### src/rtl/tfrcoalesce.sv
// rtl/tfrcoalesce.sv - latest-value-wins coalescing source for the slow value-transfer CDC stage
module tfrcoalesce #(
    parameter int             W       = 32,
    parameter logic [W-1:0]   DEFAULT = '0,
    parameter int             REFRESH = 0,
    parameter int             LGREF   = 16,
    parameter int             DW      = 8
) (
    input  logic          i_clk,
    input  logic          i_reset,
    input  logic          i_valid,
    input  logic [W-1:0]  i_data,
    output logic          o_valid,
    input  logic          i_ready,
    output logic [W-1:0]  o_data,
    output logic          o_pending,
    output logic [DW-1:0] o_dropped
);

    localparam logic [LGREF-1:0] REF_LAST = (REFRESH > 0) ? LGREF'(REFRESH - 1) : '0;

    logic             r_valid;
    logic [W-1:0]     r_data;
    logic             r_pending;
    logic [W-1:0]     r_pdata;
    logic [DW-1:0]    r_dropped;
    logic [LGREF-1:0] r_timer;

    logic w_free;
    logic w_fire;
    logic w_drop;

    assign w_free = !r_valid || i_ready;
    // Refresh only re-presents the current value when the slot is idle and nothing newer exists.
    assign w_fire = (REFRESH > 0) && !r_valid && !r_pending && !i_valid && (r_timer == REF_LAST);
    // A queued value is discarded whenever a newer input arrives, whether it supersedes in place or replaces it in the queue.
    assign w_drop = i_valid && r_pending;

    always_ff @(posedge i_clk) begin
        if (i_reset) begin
            r_valid   <= 1'b0;
            r_data    <= DEFAULT;
            r_pending <= 1'b0;
            r_pdata   <= '0;
            r_dropped <= '0;
        end else begin
            if (w_free) begin
                if (i_valid) begin
                    r_data    <= i_data;
                    r_valid   <= 1'b1;
                    r_pending <= 1'b0;
                end else if (r_pending) begin
                    r_data    <= r_pdata;
                    r_valid   <= 1'b1;
                    r_pending <= 1'b0;
                end else if (w_fire) begin
                    r_valid   <= 1'b1;
                end else begin
                    r_valid   <= 1'b0;
                end
            end else if (i_valid) begin
                r_pdata   <= i_data;
                r_pending <= 1'b1;
            end
            if (w_drop && (r_dropped != {DW{1'b1}})) begin
                r_dropped <= r_dropped + DW'(1);
            end
        end
    end

    always_ff @(posedge i_clk) begin
        if (i_reset || (REFRESH == 0)) begin
            r_timer <= '0;
        end else if (i_valid || (r_valid && i_ready) || w_fire) begin
            r_timer <= '0;
        end else if (!r_valid && !r_pending) begin
            r_timer <= r_timer + LGREF'(1);
        end
    end

    assign o_valid   = r_valid;
    assign o_data    = r_data;
    assign o_pending = r_pending;
    assign o_dropped = r_dropped;

endmodule

### config.mk
export PLATFORM = sky130hd
export DESIGN_NAME = tfrcoalesce
export DESIGN_NICKNAME = d
export VERILOG_FILES = /design/src/rtl/tfrcoalesce.sv
export SDC_FILE = /design/constraint.sdc
export NUM_CORES = 1
export LEC_CHECK = 0
export ABC_AREA = 1
export BUFFER_PORTS_ARGS = -buffer_cell sky130_fd_sc_hd__buf_2
export CORE_MARGIN = 2
export CORE_UTILIZATION = 40
export DETAILED_ROUTE_END_ITERATION = 6
export PLACE_DENSITY_LB_ADDON = 0.05
export REMOVE_ABC_BUFFERS = 1
export SETUP_SLACK_MARGIN = 0.3
export SLEW_MARGIN = 20
export SYNTH_ARGS = -nofsm -noshare
export SYNTH_HDL_FRONTEND = slang
export SYNTH_SLANG_ARGS = --single-unit
### constraint.sdc
create_clock -name i_clk -period 1.62 [get_ports i_clk]
set_clock_uncertainty 0.05 [all_clocks]
set_input_delay 0.081 -clock i_clk [delete_from_list [all_inputs] [get_ports i_clk]]
set_output_delay 0.081 -clock i_clk [all_outputs]
set_load 0.01 [all_outputs]
==> results.json, run 1 <==
{
  "netlist_area_um2": 3065,
  "use_met1": 0.2289,
  "dieArea_um2": 8380,
  "cts_tree": "yes",
  "synth-seq-cells": 74,
  "endpoint_kind": "flip-flop",
  "hold_buffers": 31,
  "area.sequential_um2": 1491,
  "worstRegToRegCells": 6,
  "r2r_start": "o_dropped[0]",
  "crit_arrival_ns": 1.44,
  "critPathSlowestCell": "dfxtp_4",
  "path_common_cell": "nand2_2",
  "met3_usage": 0.04564,
  "whs_path_depth": 4,
  "overflow": 0,
  "leakagePower_nw": 1.820,
  "cpPeakStageDelay_ns": 0.38,
  "crit_family": "simple AND/OR/NAND/NOR gates",
  "slew_viol_final": 0,
  "setup_viol": 0,
  "gp_congestion": 0.7937,
  "path_cells": "ha_2 -> nand2_2 -> nor2_4 -> nand2_2 -> a21oi_1 -> nor2_1",
  "seq_area_frac_synth": 0.4833,
  "fin_crit_sh": 0.7708,
  "crit_required_ns": 1.81,
  "hold_ws_ns": -0.01355,
  "routed_wl_mm": 7.358,
  "cts_made_buffers": 9,
  "layout.nets": 568,
  "fillCellCount": 716,
  "stdcell_count": 635,
  "worst_slack_ns": 0.3713,
  "avgSynthCellArea_um2": 7.146,
  "n_antenna_cell": 0,
  "drt-vias-per-instance": 4.644,
  "r2r-end": "o_dropped[3]",
  "startpoint_type": "flip-flop",
  "clk_pin_slew_ns": 0.08,
  "crit_buf_inv": 0,
  "clock_latency_ns": 0.34,
  "dp_hpwl_mm": 4.424,
  "wl_per_cell_um": 11.59,
  "fmax_ghz": 0.8008,
  "status": "complete, but fails checks",
  "critPathMaxFanout": 6,
  "cts_root_buf": "clkbuf_8",
  "grt_pass1_vias": 2696,
  "p_per_area_nw_per_um2": 961.2,
  "grt_pass1_wl_mm": 12.16,
  "path_class": "flip-flop to flip-flop",
  "io_buffers": 77,
  "grt_setup_unrepaired": "true",
  "grt.busiest_layer": "met2",
  "vias": 2949,
  "h-tree-depth": 3,
  "grt_start_max_net_pins": 73,
  "synth_cell_types": 20,
  "tightest_slew_ns": 0.2921,
  "cap_viol_max_count": 0,
  "area_growth_pct": 34.98,
  "antenna_found_initial": 0,
  "cts.sinks": 74,
  "layout-drive-gt1-share": 0.2276,
  "slew-limit-headroom": 0.8053,
  "rrSetupSlack_ns": 0.37,
  "hold_class": "primary input to flip-flop",
  "use_met2": 0.2886,
  "syn_inst": 429,
  "synth_area_leaders": "dfxtp_1 (48%), o21ai_0 (15%), nor2_1 (9.4%)",
  "multiInputGateArea_um2": 1334,
  "max-clock-path-buffers": 2,
  "rows": 31,
  "violations": "hold timing",
  "track_usage": 0.1786,
  "period_needed_ns": 1.249,
  "cts_setup_buffers": 0,
  "yosysWarnings": 0,
  "drt_first_iter_violations": 107,
  "die_w_um": 91.54,
  "start_util": 0.4182,
  "yosysTopAreaCell": "dfxtp_1",
  "min_to": "o_pending",
  "min_from": "i_ready",
  "peakVddDrop_v": 0.0005313,
  "yosysTopAreaCellShare": 0.4833,
  "hold_viol": 1,
  "totalNegativeSetupSlack_ns": 0,
  "ant_nets": 0,
  "post-place-ws_ns": 0.1971,
  "die_h_um": 91.54,
  "firstDrtPassIters": 4,
  "drc": 0,
  "ios": 78,
  "fp.coreArea_um2": 7331,
  "place_inst": 587
}
==> logic make-up (layout without fill, tap and decap cells) <==
group / Yosys count / count (layout) / share of synthesized area
AO/OA/AOI/OAI: 136 / 136 / 0.2220
AND/OR/NAND/NOR: 146 / 147 / 0.1943
buffers and inverters: 72 / 178 / 0.09632
adder cells (fa/ha/maj): 1 / 1 / 0.004081
flip-flops: 74 / 74 / 0.4833
==> synthesized netlist by cell type (all sizes together) <==
| cell | instances |
|---|---|
| o21ai | 97 |
| nor2 | 83 |
| dfxtp | 74 |
| nand2 | 53 |
| inv | 44 |
| a21oi | 39 |
| clkbuf | 16 |
| buf | 11 |
| nand3 | 9 |
| clkinv | 1 |
| ha | 1 |
| nor3 | 1 |
==> routing by layer <==
metal	share of wire	routed length, um
met1	0.47	3452
met5	0	0
met3	0.043	314
met4	0.010	77
met2	0.48	3513
==> cell usage in the layout (no fill, tap or decap) <==
cell type,n
nor2_1,76
nor3_1,1
o21ai_0,81
clkinv_2,3
dlygate4sd3_1,31
dfxtp_4,2
nand2_4,2
bufinv_16,1
buf_4,5
nor2_2,1
dfxtp_2,2
ha_2,1
nand2_1,49
a21oi_1,38
inv_1,43
o21ai_1,16
nor2_4,6
clkbuf_8,11
buf_12,4
clkinvlp_4,1
nand3_1,9
dfxtp_1,70
buf_2,77
inv_2,1
inv_4,1
nand2_2,3
a21oi_2,1
==> report_power, final <==
group	switching (mW)	total (mW)	internal, mW	leakage (nW)
clock	0.679	1.47	0.788	0.105
combinational	0.306	0.551	0.245	1.11
sequential	0.0396	1.96	1.92	0.609
==> cell type report <==
class,instances,area share
flip-flops and latches,74,0.3604
multi-input cells,284,0.3223
repair buffers,117,0.1966
inverters,45,0.04143
clock buffers,11,0.03659
well taps,99,0.02994
clock inverters,5,0.01270
==> through the flow <==
step	power, mW	util	instance area [um^2]	hold slack (ns)
floorplan	2.253	-	2939	0.1001
global placement	2.484	0.4847	3553	0.2351
detailed placement	2.487	0.4847	3553	0.2380
CTS	4.011	0.5556	4073	-0.03286
global route	4.155	0.5644	4138	-0.003198
finish	3.977	0.5644	4138	-0.01355
==> worst min-delay path, cell delays in order <==
cell    delay [ns]
buf_2         0.10
nor2_4        0.05
inv_1         0.06
nor3_1        0.04
==> repair_timing <==
item | CTS | global route
pin swaps | 0 | 1
endpoints found under the setup margin | 8 | 72
gates resized for setup | 3 | 26
hold endpoints to repair | 32 | 1
cloned | 0 | 1
==> flip-flops by register name, indices dropped and copies added (netlist names) <==
name and flops:
o_data 32, o_pending 1, o_dropped 8, o_valid 1
r_pdata 32
==> worst max path at each step <==
stage,startpoint,endpoint,slack (ns),depth (start not counted)
final,o_dropped[0],o_dropped[3],0.37,6
after CTS,o_valid,o_data[9],0.31,7
after global placement,o_dropped[0],o_dropped[1],0.25,6
after detailed placement,o_dropped[0],o_dropped[2],0.20,6
after global routing,o_dropped[1],o_dropped[5],0.28,7
after floorplan,o_pending,o_data[0],0.17,5
Note: power is estimated with default switching activity, not from simulation.
==> run 2, diff against run 1 <==
==> constraint.sdc (replaced) <==
create_clock -name i_clk -period 1.04 [get_ports i_clk]
set_clock_uncertainty 0.05 [all_clocks]
set_input_delay 0.052 -clock i_clk [delete_from_list [all_inputs] [get_ports i_clk]]
set_output_delay 0.052 -clock i_clk [all_outputs]
set_load 0.01 [all_outputs]
==> results.json, run 2 (same netlist as run 1, synthesis figures left out) <==
{
  "crit_required_ns": 1.21,
  "final_common_cell": "nor2_1",
  "drt-vias-per-instance": 4.835,
  "power.internal_mw": 5.410,
  "io_buffers": 77,
  "fmax_ghz": 0.8141,
  "clock_latency_ns": 0.33,
  "power_mw": 7.242,
  "layout.nets": 631,
  "overflow": 0,
  "dieArea_um2": 8380,
  "layout_common_cells": "nor2_1 (76), buf_6 (52), nand2_1 (49), o21ai_2 (49), buf_4 (43)",
  "min_to": "o_data[10]",
  "gp_congestion": 0.7425,
  "p_sw_mw": 1.832,
  "stdcell_count": 698,
  "ant_nets": 0,
  "start_util": 0.4182,
  "status": "complete, but fails checks",
  "slew_viol_final": 0,
  "p_per_area_nw_per_um2": 1325,
  "rrSetupSlack_ns": -0.19,
  "p_comb_frac": 0.199,
  "swShare": 0.2530,
  "cts_made_buffers": 9,
  "fp.coreArea_um2": 7331,
  "cts_root_buf": "clkbuf_8",
  "die_w_um": 91.54,
  "peakVddDrop_v": 0.0008137,
  "cap_viol_max_count": 0,
  "vias": 3375,
  "die_h_um": 91.54,
  "n_antenna_cell": 0,
  "worst_slack_ns": -0.1884,
  "grt_pass1_vias": 3374,
  "layout-drive-gt1-share": 0.4708,
  "path_class": "flip-flop to flip-flop",
  "fin_crit_sh": 1.181,
  "seqPwrFrac": 0.429,
  "setup_viol": 72,
  "slew-limit-headroom": 0.7422,
  "place_inst": 607,
  "whs_path_depth": 5,
  "drc": 0,
  "rows": 31,
  "r2r_start": "o_valid",
  "finalCoreUtilization": 0.7453,
  "tightest_slew_ns": 0.3867,
  "ios": 78,
  "grt_start_max_net_pins": 60,
  "drt_first_iter_violations": 129,
  "dp_hpwl_mm": 5.119,
  "cts_tree": "yes",
  "max-clock-path-buffers": 2,
  "leakagePower_nw": 2.372,
  "min_from": "i_data[10]",
  "post-place-ws_ns": -0.2717,
  "r2r-end": "r_pdata[25]",
  "period_needed_ns": 1.228,
  "endpoint_kind": "flip-flop",
  "track_usage": 0.2331,
  "antenna_found_initial": 0,
  "routed_wl_mm": 9.309,
  "violations": "setup timing",
  "cts.sinks": 74,
  "grt_setup_unrepaired": "true",
  "hold_class": "primary input to flip-flop",
  "firstDrtPassIters": 4,
  "area_growth_pct": 78.24,
  "h-tree-depth": 3,
  "startpoint_type": "flip-flop",
  "worstRegToRegCells": 7,
  "wl_per_cell_um": 13.34,
  "clock_power_share": 0.372,
  "critPathMaxFanout": 32,
  "crit_arrival_ns": 1.40,
  "hold_viol": 0,
  "grt_pass1_wl_mm": 15.81,
  "clk_pin_slew_ns": 0.08,
  "hold_ws_ns": 0.01939
}
[run 2: changes by cell type in the layout (fill, tap and decap cells not counted), sizes merged]
cell	before	now
clkinv	3	2
buf	86	147
bufinv	1	3
clkbuf	11	10
dlygate4sd3	31	33
[run 2: worst max-delay path, cell delays in order, from the launching register on]
cell and delay, ns:
dfxtp_2 0.34, inv_2 0.04, nor2_4 0.14, buf_6 0.13, nand2_4 0.06, buf_12 0.17, o21ai_1 0.13, a21oi_1 0.05
[run 2: worst max path at each step]
stage                         start     endpoint  slack [ns]
after floorplan           o_pending    o_data[0]       -0.41
after global placement      o_valid   r_pdata[0]       -0.24
after detailed placement    o_valid   r_pdata[0]       -0.27
after CTS                   o_valid  r_pdata[20]       -0.21
after global routing        o_valid  r_pdata[22]       -0.27
final                       o_valid  r_pdata[25]       -0.19
[run 2: layout make-up]
cell class              count  area, um^2
multi-input cells         284        1610
repair buffers            180        1777
fillers                   550        1867
inverters                  45       171.4
well taps                  99       123.9
clock buffers              10       127.6
flip-flops and latches     74        1539
clock inverters             6       115.1
[run 2: power by group through the flow]
stage / registers (mW) / clock network [mW] / logic [mW]
after floorplan: 3.17 / 0 / 0.342
after global placement: 3.12 / 0 / 0.857
after detailed placement: 3.12 / 0 / 0.863
after CTS: 3.11 / 2.74 / 1.39
after global routing: 3.13 / 2.87 / 1.57
final: 3.11 / 2.69 / 1.44
[run 2: what timing repair did]
action | CTS | global route
hold buffers | 33 | 0
pin swaps | 11 | 8
gates resized for setup | 223 | 17
setup endpoints to repair | 116 | 116
setup buffers | 32 | 6
cloned | 4 | 0
hold endpoints to repair | 34 | 0
[run 2: through the flow]
stage          TNS, ns  instance area [um^2]
2_1_floorplan   -25.44                  2939
3_3_place_gp    -15.02                  3816
3_5_place_dp    -17.23                  3816
4_1_cts         -12.27                  5358
5_1_grt         -17.34                  5464
6_report        -11.42                  5464
[run 2: metal layers]
layer  routed length, um  part of all wire  up-vias  global-route usage
met5                   0                 0        -                   0
met4                 115             0.012        0             0.07197
met3                 334             0.036       11             0.04149
met2                4649              0.50       62              0.4056
met1                4210              0.45     1592              0.2918
li1                    -                 -     1710                   -
